===== src/rtl/clint_bus_arbiter.sv =====
// Round-robin arbiter in front of the single CLINT register port.
// Each access runs IDLE -> BUSY -> DONE. The one-cycle DONE state absorbs the
// slave's registered ready, which is still high from the last BUSY cycle.
// Optional feature: define CLINT_ARB_TIMEOUT_EN to bound the BUSY wait at
// TIMEOUT_CYCLES. On expiry the access completes with req_err=1 and zero data.
module clint_bus_arbiter #(
    parameter int unsigned NUM_REQ        = 2,
    parameter int unsigned TIMEOUT_CYCLES = 16
) (
    input  logic                  clk,
    input  logic                  resetn,
    input  logic [NUM_REQ-1:0]    req_valid,
    input  logic [NUM_REQ*24-1:0] req_addr,
    input  logic [NUM_REQ*4-1:0]  req_wmask,
    input  logic [NUM_REQ*32-1:0] req_wdata,
    output logic [NUM_REQ-1:0]    req_ready,
    output logic [31:0]           req_rdata,
    output logic                  req_err,
    output logic                  clint_valid,
    output logic [23:0]           clint_addr,
    output logic [3:0]            clint_wmask,
    output logic [31:0]           clint_wdata,
    input  logic [31:0]           clint_rdata,
    input  logic                  clint_ready
);

    localparam int unsigned IdxW = (NUM_REQ > 1) ? $clog2(NUM_REQ) : 1;

    typedef enum logic [1:0] {
        StIdle,
        StBusy,
        StDone
    } state_e;

    state_e              state;
    logic [IdxW-1:0]     grant;
    logic [IdxW-1:0]     rr_ptr;
    logic [IdxW-1:0]     grant_next_ptr;
    logic [NUM_REQ-1:0]  grant_onehot;

    logic                any_valid;
    logic [IdxW-1:0]     winner;

    logic [23:0]         addr_arr  [NUM_REQ];
    logic [3:0]          wmask_arr [NUM_REQ];
    logic [31:0]         wdata_arr [NUM_REQ];

`ifdef CLINT_ARB_TIMEOUT_EN
    localparam int unsigned TmoW = $clog2(TIMEOUT_CYCLES + 1);
    logic [TmoW-1:0]     tmo_cnt;
    logic                tmo_hit;

    // The counter would reach TIMEOUT_CYCLES at the end of this BUSY cycle.
    assign tmo_hit = ((32'(tmo_cnt) + 32'd1) >= TIMEOUT_CYCLES);
`else
    logic                unused_timeout;

    assign unused_timeout = ^TIMEOUT_CYCLES;
    assign req_err        = 1'b0;
`endif

    // Winner search: first set request at or above rr_ptr, else first below it.
    always_comb begin
        any_valid = 1'b0;
        winner    = rr_ptr;
        for (int j = 0; j < int'(NUM_REQ); j++) begin
            if (!any_valid && req_valid[j] && (j >= int'(rr_ptr))) begin
                any_valid = 1'b1;
                winner    = j[IdxW-1:0];
            end
        end
        for (int j = 0; j < int'(NUM_REQ); j++) begin
            if (!any_valid && req_valid[j]) begin
                any_valid = 1'b1;
                winner    = j[IdxW-1:0];
            end
        end
    end

    // Unpack the flat request buses so the slave mux is a plain array select.
    always_comb begin
        for (int i = 0; i < int'(NUM_REQ); i++) begin
            addr_arr[i]  = req_addr[24*i +: 24];
            wmask_arr[i] = req_wmask[4*i +: 4];
            wdata_arr[i] = req_wdata[32*i +: 32];
        end
    end

    // Slave-side request: valid only in BUSY, fields follow the current grant.
    always_comb begin
        clint_valid = (state == StBusy);
        clint_addr  = addr_arr[grant];
        clint_wmask = wmask_arr[grant];
        clint_wdata = wdata_arr[grant];
    end

    // Pointer after the current grant completes, and the grant as a one-hot pulse.
    always_comb begin
        if (32'(grant) == NUM_REQ - 1) begin
            grant_next_ptr = '0;
        end else begin
            grant_next_ptr = grant + 1'b1;
        end
        grant_onehot = {{(NUM_REQ-1){1'b0}}, 1'b1} << grant;
    end

    // Access sequencer with registered completion outputs.
    always_ff @(posedge clk) begin
        if (!resetn) begin
            state     <= StIdle;
            grant     <= '0;
            rr_ptr    <= '0;
            req_ready <= '0;
            req_rdata <= '0;
`ifdef CLINT_ARB_TIMEOUT_EN
            req_err   <= 1'b0;
            tmo_cnt   <= '0;
`endif
        end else begin
            case (state)
                StIdle: begin
                    req_ready <= '0;
`ifdef CLINT_ARB_TIMEOUT_EN
                    req_err   <= 1'b0;
`endif
                    if (any_valid) begin
                        grant <= winner;
                        state <= StBusy;
`ifdef CLINT_ARB_TIMEOUT_EN
                        tmo_cnt <= '0;
`endif
                    end
                end
                StBusy: begin
                    if (clint_ready) begin
                        req_rdata <= clint_rdata;
                        req_ready <= grant_onehot;
                        rr_ptr    <= grant_next_ptr;
                        state     <= StDone;
`ifdef CLINT_ARB_TIMEOUT_EN
                    end else if (tmo_hit) begin
                        // Unmapped address or dead slave: complete with an error.
                        req_rdata <= 32'h0000_0000;
                        req_ready <= grant_onehot;
                        req_err   <= 1'b1;
                        rr_ptr    <= grant_next_ptr;
                        state     <= StDone;
                    end else begin
                        tmo_cnt <= tmo_cnt + 1'b1;
`endif
                    end
                end
                StDone: begin
                    // clint_ready is still high from the last BUSY cycle; ignore it.
                    req_ready <= '0;
`ifdef CLINT_ARB_TIMEOUT_EN
                    req_err   <= 1'b0;
`endif
                    state     <= StIdle;
                end
                default: begin
                    state <= StIdle;
                end
            endcase
        end
    end

endmodule


===== config.mk =====
export PLATFORM = sky130hd
export DESIGN_NAME = clint_bus_arbiter
export DESIGN_NICKNAME = d
export VERILOG_FILES = /design/src/rtl/clint_bus_arbiter.sv
export SDC_FILE = /design/constraint.sdc
export NUM_CORES = 1
export LEC_CHECK = 0
export BUFFER_PORTS_ARGS = -buffer_cell sky130_fd_sc_hd__buf_2
export CORE_AREA = 2 2 99 101
export DETAILED_ROUTE_END_ITERATION = 6
export DIE_AREA = 0 0 101 103
export SYNTH_ARGS = -nofsm -noshare
export SYNTH_HDL_FRONTEND = slang
export SYNTH_SLANG_ARGS = --single-unit

===== constraint.sdc =====
create_clock -name clk -period 2.8 [get_ports clk]
set_input_delay 0.28 -clock clk [delete_from_list [all_inputs] [get_ports clk]]
set_output_delay 0.28 -clock clk [all_outputs]
set_load 0.02 [all_outputs]

Word-level counts from Yosys, hierarchy flattened
Index checks and enable logic that the tools add are counted.
{"block": "classes", "shifts": 1, "n_addsub": 1, "n_mux": 23, "magnitude_cmp": 2, "eq_ne": 4, "reduce_logical": 14, "bitwise": 1}
{"op": "32-bit two-way mux", "n": 3}
{"op": "24-bit two-way mux", "n": 3}
{"op": "4-bit two-way mux", "n": 3}
{"op": "1-bit two-way mux", "n": 9}
{"op": "2-bit case mux with 2 select lines", "n": 2}
{"op": "2-bit AND reduction", "n": 4}
{"op": "2-bit two-way mux", "n": 3}
{"op": "1-bit logical AND", "n": 4}
{"op": "1-bit logical NOT", "n": 3}
{"op": "2-bit by 1-bit equality test with 1-bit output, second input constant", "n": 1}
{"op": "2-bit equality test, second input constant", "n": 1}
{"op": "2-bit >= comparator, second input constant", "n": 1}
{"op": "2-bit logical NOT", "n": 1}
{"op": "2-bit by 1-bit inequality test with 1-bit output, second input constant", "n": 1}
{"op": "2-bit inequality test, second input constant", "n": 1}
{"op": "1-bit inverter with 2-bit output", "n": 1}
{"op": "2-bit nonzero test", "n": 1}
{"op": "2-bit OR reduction", "n": 1}
{"op": "1-bit by 1-bit left shift with 2-bit output, first input constant", "n": 1}
{"op": "1-bit adder, second input constant", "n": 1}
{"op": "1-bit >= comparator, first input constant", "n": 1}
{"block": "word_totals", "out_inout_bits": 96, "in_bits": 157, "regBits": 38, "wordCells": 51}

Logic depth before layout (Yosys ltp)
{"block": "logic_depth", "depth_word": 14, "mapped_depth": 5, "ltp_nobuf": 3}

Worst setup path before layout
OpenSTA, ideal clock, no wires.
{"block": "synth_path", "kind": "register to output", "from": "register grant", "to": "output port clint_addr[0]", "path_slack_ns": 1.444, "n_path_buf": 2, "arrival_ns": 1.076, "stages_incl_launch_ff": 4, "t_required_ns": 2.520, "cell_sequence": "dfxtp_1 buf_2 buf_2 mux2_2"}
{"block": "synth_between", "elab_chain_cells": 4}
{"element": "start, declared", "line_no": "36", "text": "logic [IdxW-1:0] grant;"}
{"element": "start signal, assigned", "line_no": "127", "text": "grant <= winner;"}
{"element": "1-bit inverter with 2-bit output (not written as such)", "line_no": "92", "text": "clint_addr = addr_arr[grant];"}
{"element": "24-bit two-way mux (not written as such) (3 in a row)", "line_no": "92"}
{"element": "end, declared", "line_no": "20", "text": "output logic [23:0] clint_addr,"}
No other way between the ends. The select of a mux whose other input is x is not followed.

Worst setup path after layout
{"block": "layout_path", "from": "register grant", "to": "output port clint_wdata[1]"}
{"block": "layout_between", "elab_chain_cells": 4}
{"element": "1-bit inverter with 2-bit output (not written as such)", "line_no": "94", "text": "clint_wdata = wdata_arr[grant];"}
{"element": "32-bit two-way mux (not written as such) (3 in a row)", "line_no": "94"}
{"element": "end, declared", "line_no": "22", "text": "output logic [31:0] clint_wdata,"}
No other way between the ends. The select of a mux whose other input is x is not followed.

==> impl_metrics.toml <==
[run_status]
status = "completed"

[timing]
skew_ns = 0.00266
setup_viol = 0
period_minus_slack_ns = 1.92
relSlewSlack_pct = 51.1
worst_pin_slew_ns = 0.734
final-hold-violation-count = 0
rsz0062_at_grt = "no"
fmax_ghz = 0.520
post-route-period-util_pct = 68.7
hold_slack_ns = 0.208
slew_violations = 0
fin_setup_tns_ns = 0

[detailed_routing]
vias = 2660
drc = 0
first_iter_violations = 85
drtAntennaViolNets = 0
dr.pass1.iters = 4
wl_per_cell_um = 16.3
vias_per_cell = 4.49
drt-total-wl_um = 9690

[cells_and_area]
final_common_cell = "buf_2"
fin_util_pct = 37.4
postLayoutCellArea_sq_mm = 0.00354
n_fill_cell = 999
mostFrequentLayoutCells = "buf_2 (251), mux2_2 (60), dfxtp_1 (37)"
layout-drive-gt1-share_pct = 68.1
fin_nets = 632
area_delta_synth_final_pct = 63.2

[grt]
overflow = 0
grt_pass1_vias = 2381
antenna_found_initial = 2
grt_max_degree = 68
grt_pass1_wl_um = 13200
grt_usage_pct = 16.8

[setup_path]
crit_chain = "buf_4 > mux2_2 > buf_2"
critical_path_arrival_ns = 1.64
slowest_delay_ns = 0.42
critical_path.max_fanout = 40
critPathLaunchType = "register"
slowest_stage = "buf_4"
end_kind = "primary output"
crit_required_ns = 2.52
crit_type = "reg2out"

[die]
placementRows = 36
die_h_um = 103
core_area_sq_mm = 0.00946
pin_count = 253
initial_core_util_pct = 22.9
design.die.area_sq_mm = 0.0104
die_x_um = 101

[placed_design]
port_buffers = 251
gp_congestion = 0.991
hpwl_um = 8060
place_area_sq_mm = 0.00344

[job]
drv_cap = 0

[power]
vdd_drop_max_mv = 0.348
p_total_mw = 1.54
p_leak_nw = 1.78
pwr_density_cell_mw_per_mm2 = 434

[cts]
htreeDepth = 2
post_cts_buffers = 0
cts_sinks = 38
clock_latency_ns = 0.28
cts_hold_buf = 0
root_buffer = "clkbuf_8"
cts_tree = "done"
cts-resized-gates = 0
cts_buffer_depth = 2
cts_inserted_buffers = 5
clk_pin_slew_ns = 0.08

[synth]
synth.lib_cells_used.distinct = 26
syn-num-nets = 394
yosysWarnings = 0
synth.cell_area_sq_mm = 0.00217
synth_seq_cells = 38
synth_seq_area_share_pct = 35.1
syn_inst = 237
syn_area_per_cell_sq_um = 9.15

[min_path]
min_path_type = "in2reg"
==> registers in the layout, summed over array words and instances, names as in the netlist <==
register and flops:
grant 1, req_rdata 32, req_ready 2, rr_ptr 1
state 2
==> worst max-delay path, delay by kind of cell (launching register included) <==
family | cells | cell delay, ns
buffers and inverters | 2 | 0.59
multiplexers | 1 | 0.42
flip-flops | 1 | 0.33
==> worst paths after layout <==
| kind | startpoint | endpoint | slack, ns | cells after the start |
|---|---|---|---|---|
| worst min-delay path | clint_rdata[22] | req_rdata[22] | 0.21 | 3 |
| worst min register to register | req_rdata[25] | req_rdata[25] | 0.45 | 2 |
| worst max-delay path | grant | clint_wdata[1] | 0.88 | 3 |
| worst max register to register | state[1] | req_rdata[15] | 1.27 | 2 |
==> cells in the mapped netlist <==
master	instances	area [sq um]
dfxtp_1	38	761
a211oi_1	1	7.51
a211oi_2	1	12.5
buf_12	1	20.0
nor4b_1	1	8.76
nor2_1	4	15.0
buf_8	3	45.0
a2111oi_0	1	8.76
o21ai_0	6	30.0
buf_2	9	45.0
nor2b_1	2	12.5
nand2b_1	1	6.26
clkbuf_2	3	15.0
clkbuf_1	4	15.0
nand3_1	32	160
o21ai_1	26	130
nor3_1	1	5.00
buf_4	3	22.5
a32o_1	1	10.0
mux2_2	60	676
and3b_4	1	12.5
conb_1	1	3.75
nand2_1	34	128
mux2i_1	1	10.0
and2_1	1	6.26
inv_1	1	3.75
==> metrics by stage <==
stage          cells  worst slack (ns)
4_1_cts          590             0.873
3_5_place_dp     582              1.18
5_1_grt          592             0.809
3_3_place_gp     582              1.20
2_1_floorplan    237              1.44
6_report         593             0.877
==> area by class of cell <==
cell class / count / area [sq um] / area share [%]
Antenna cell: 3 / 7.51 / 0.212
Clock buffer: 7 / 86.3 / 2.44
Clock inverter: 1 / 5.00 / 0.141
Inverter: 1 / 3.75 / 0.106
Multi-Input combinational cell: 175 / 1240 / 35.1
Sequential cell: 38 / 762 / 21.5
Tap cell: 114 / 143 / 4.03
Timing Repair Buffer: 254 / 1290 / 36.5
==> kinds of logic (layout without fill, tap and decap cells) <==
kind of cell           after synthesis  in the layout  share of synthesized area (%)
AND/OR/NAND/NOR                     77             77                           16.3
other                                1              4                          0.173
buffers and inverters               24            263                           7.67
AO/OA/AOI/OAI                       36             36                           9.17
flip-flops                          38             38                           35.1
multiplexers                        61             61                           31.6
==> routing by layer <==
metal / share of wire, % / track usage, % / vias up
met5: 0 / 0 / -
met4: 1.7 / 4.78 / 0
met3: 7.6 / 4.14 / 11
met2: 49 / 29.3 / 127
met1: 42 / 20.6 / 1216
li1: - / - / 1306
==> power by group <==
part / switching, mW / leakage (nW) / total, mW / internal (mW)
combinational: 0.317 / 1.42 / 0.562 / 0.246
sequential: 0.0147 / 0.310 / 0.583 / 0.568
clock: 0.192 / 0.0482 / 0.391 / 0.199
(Power assumes the default switching activity.)
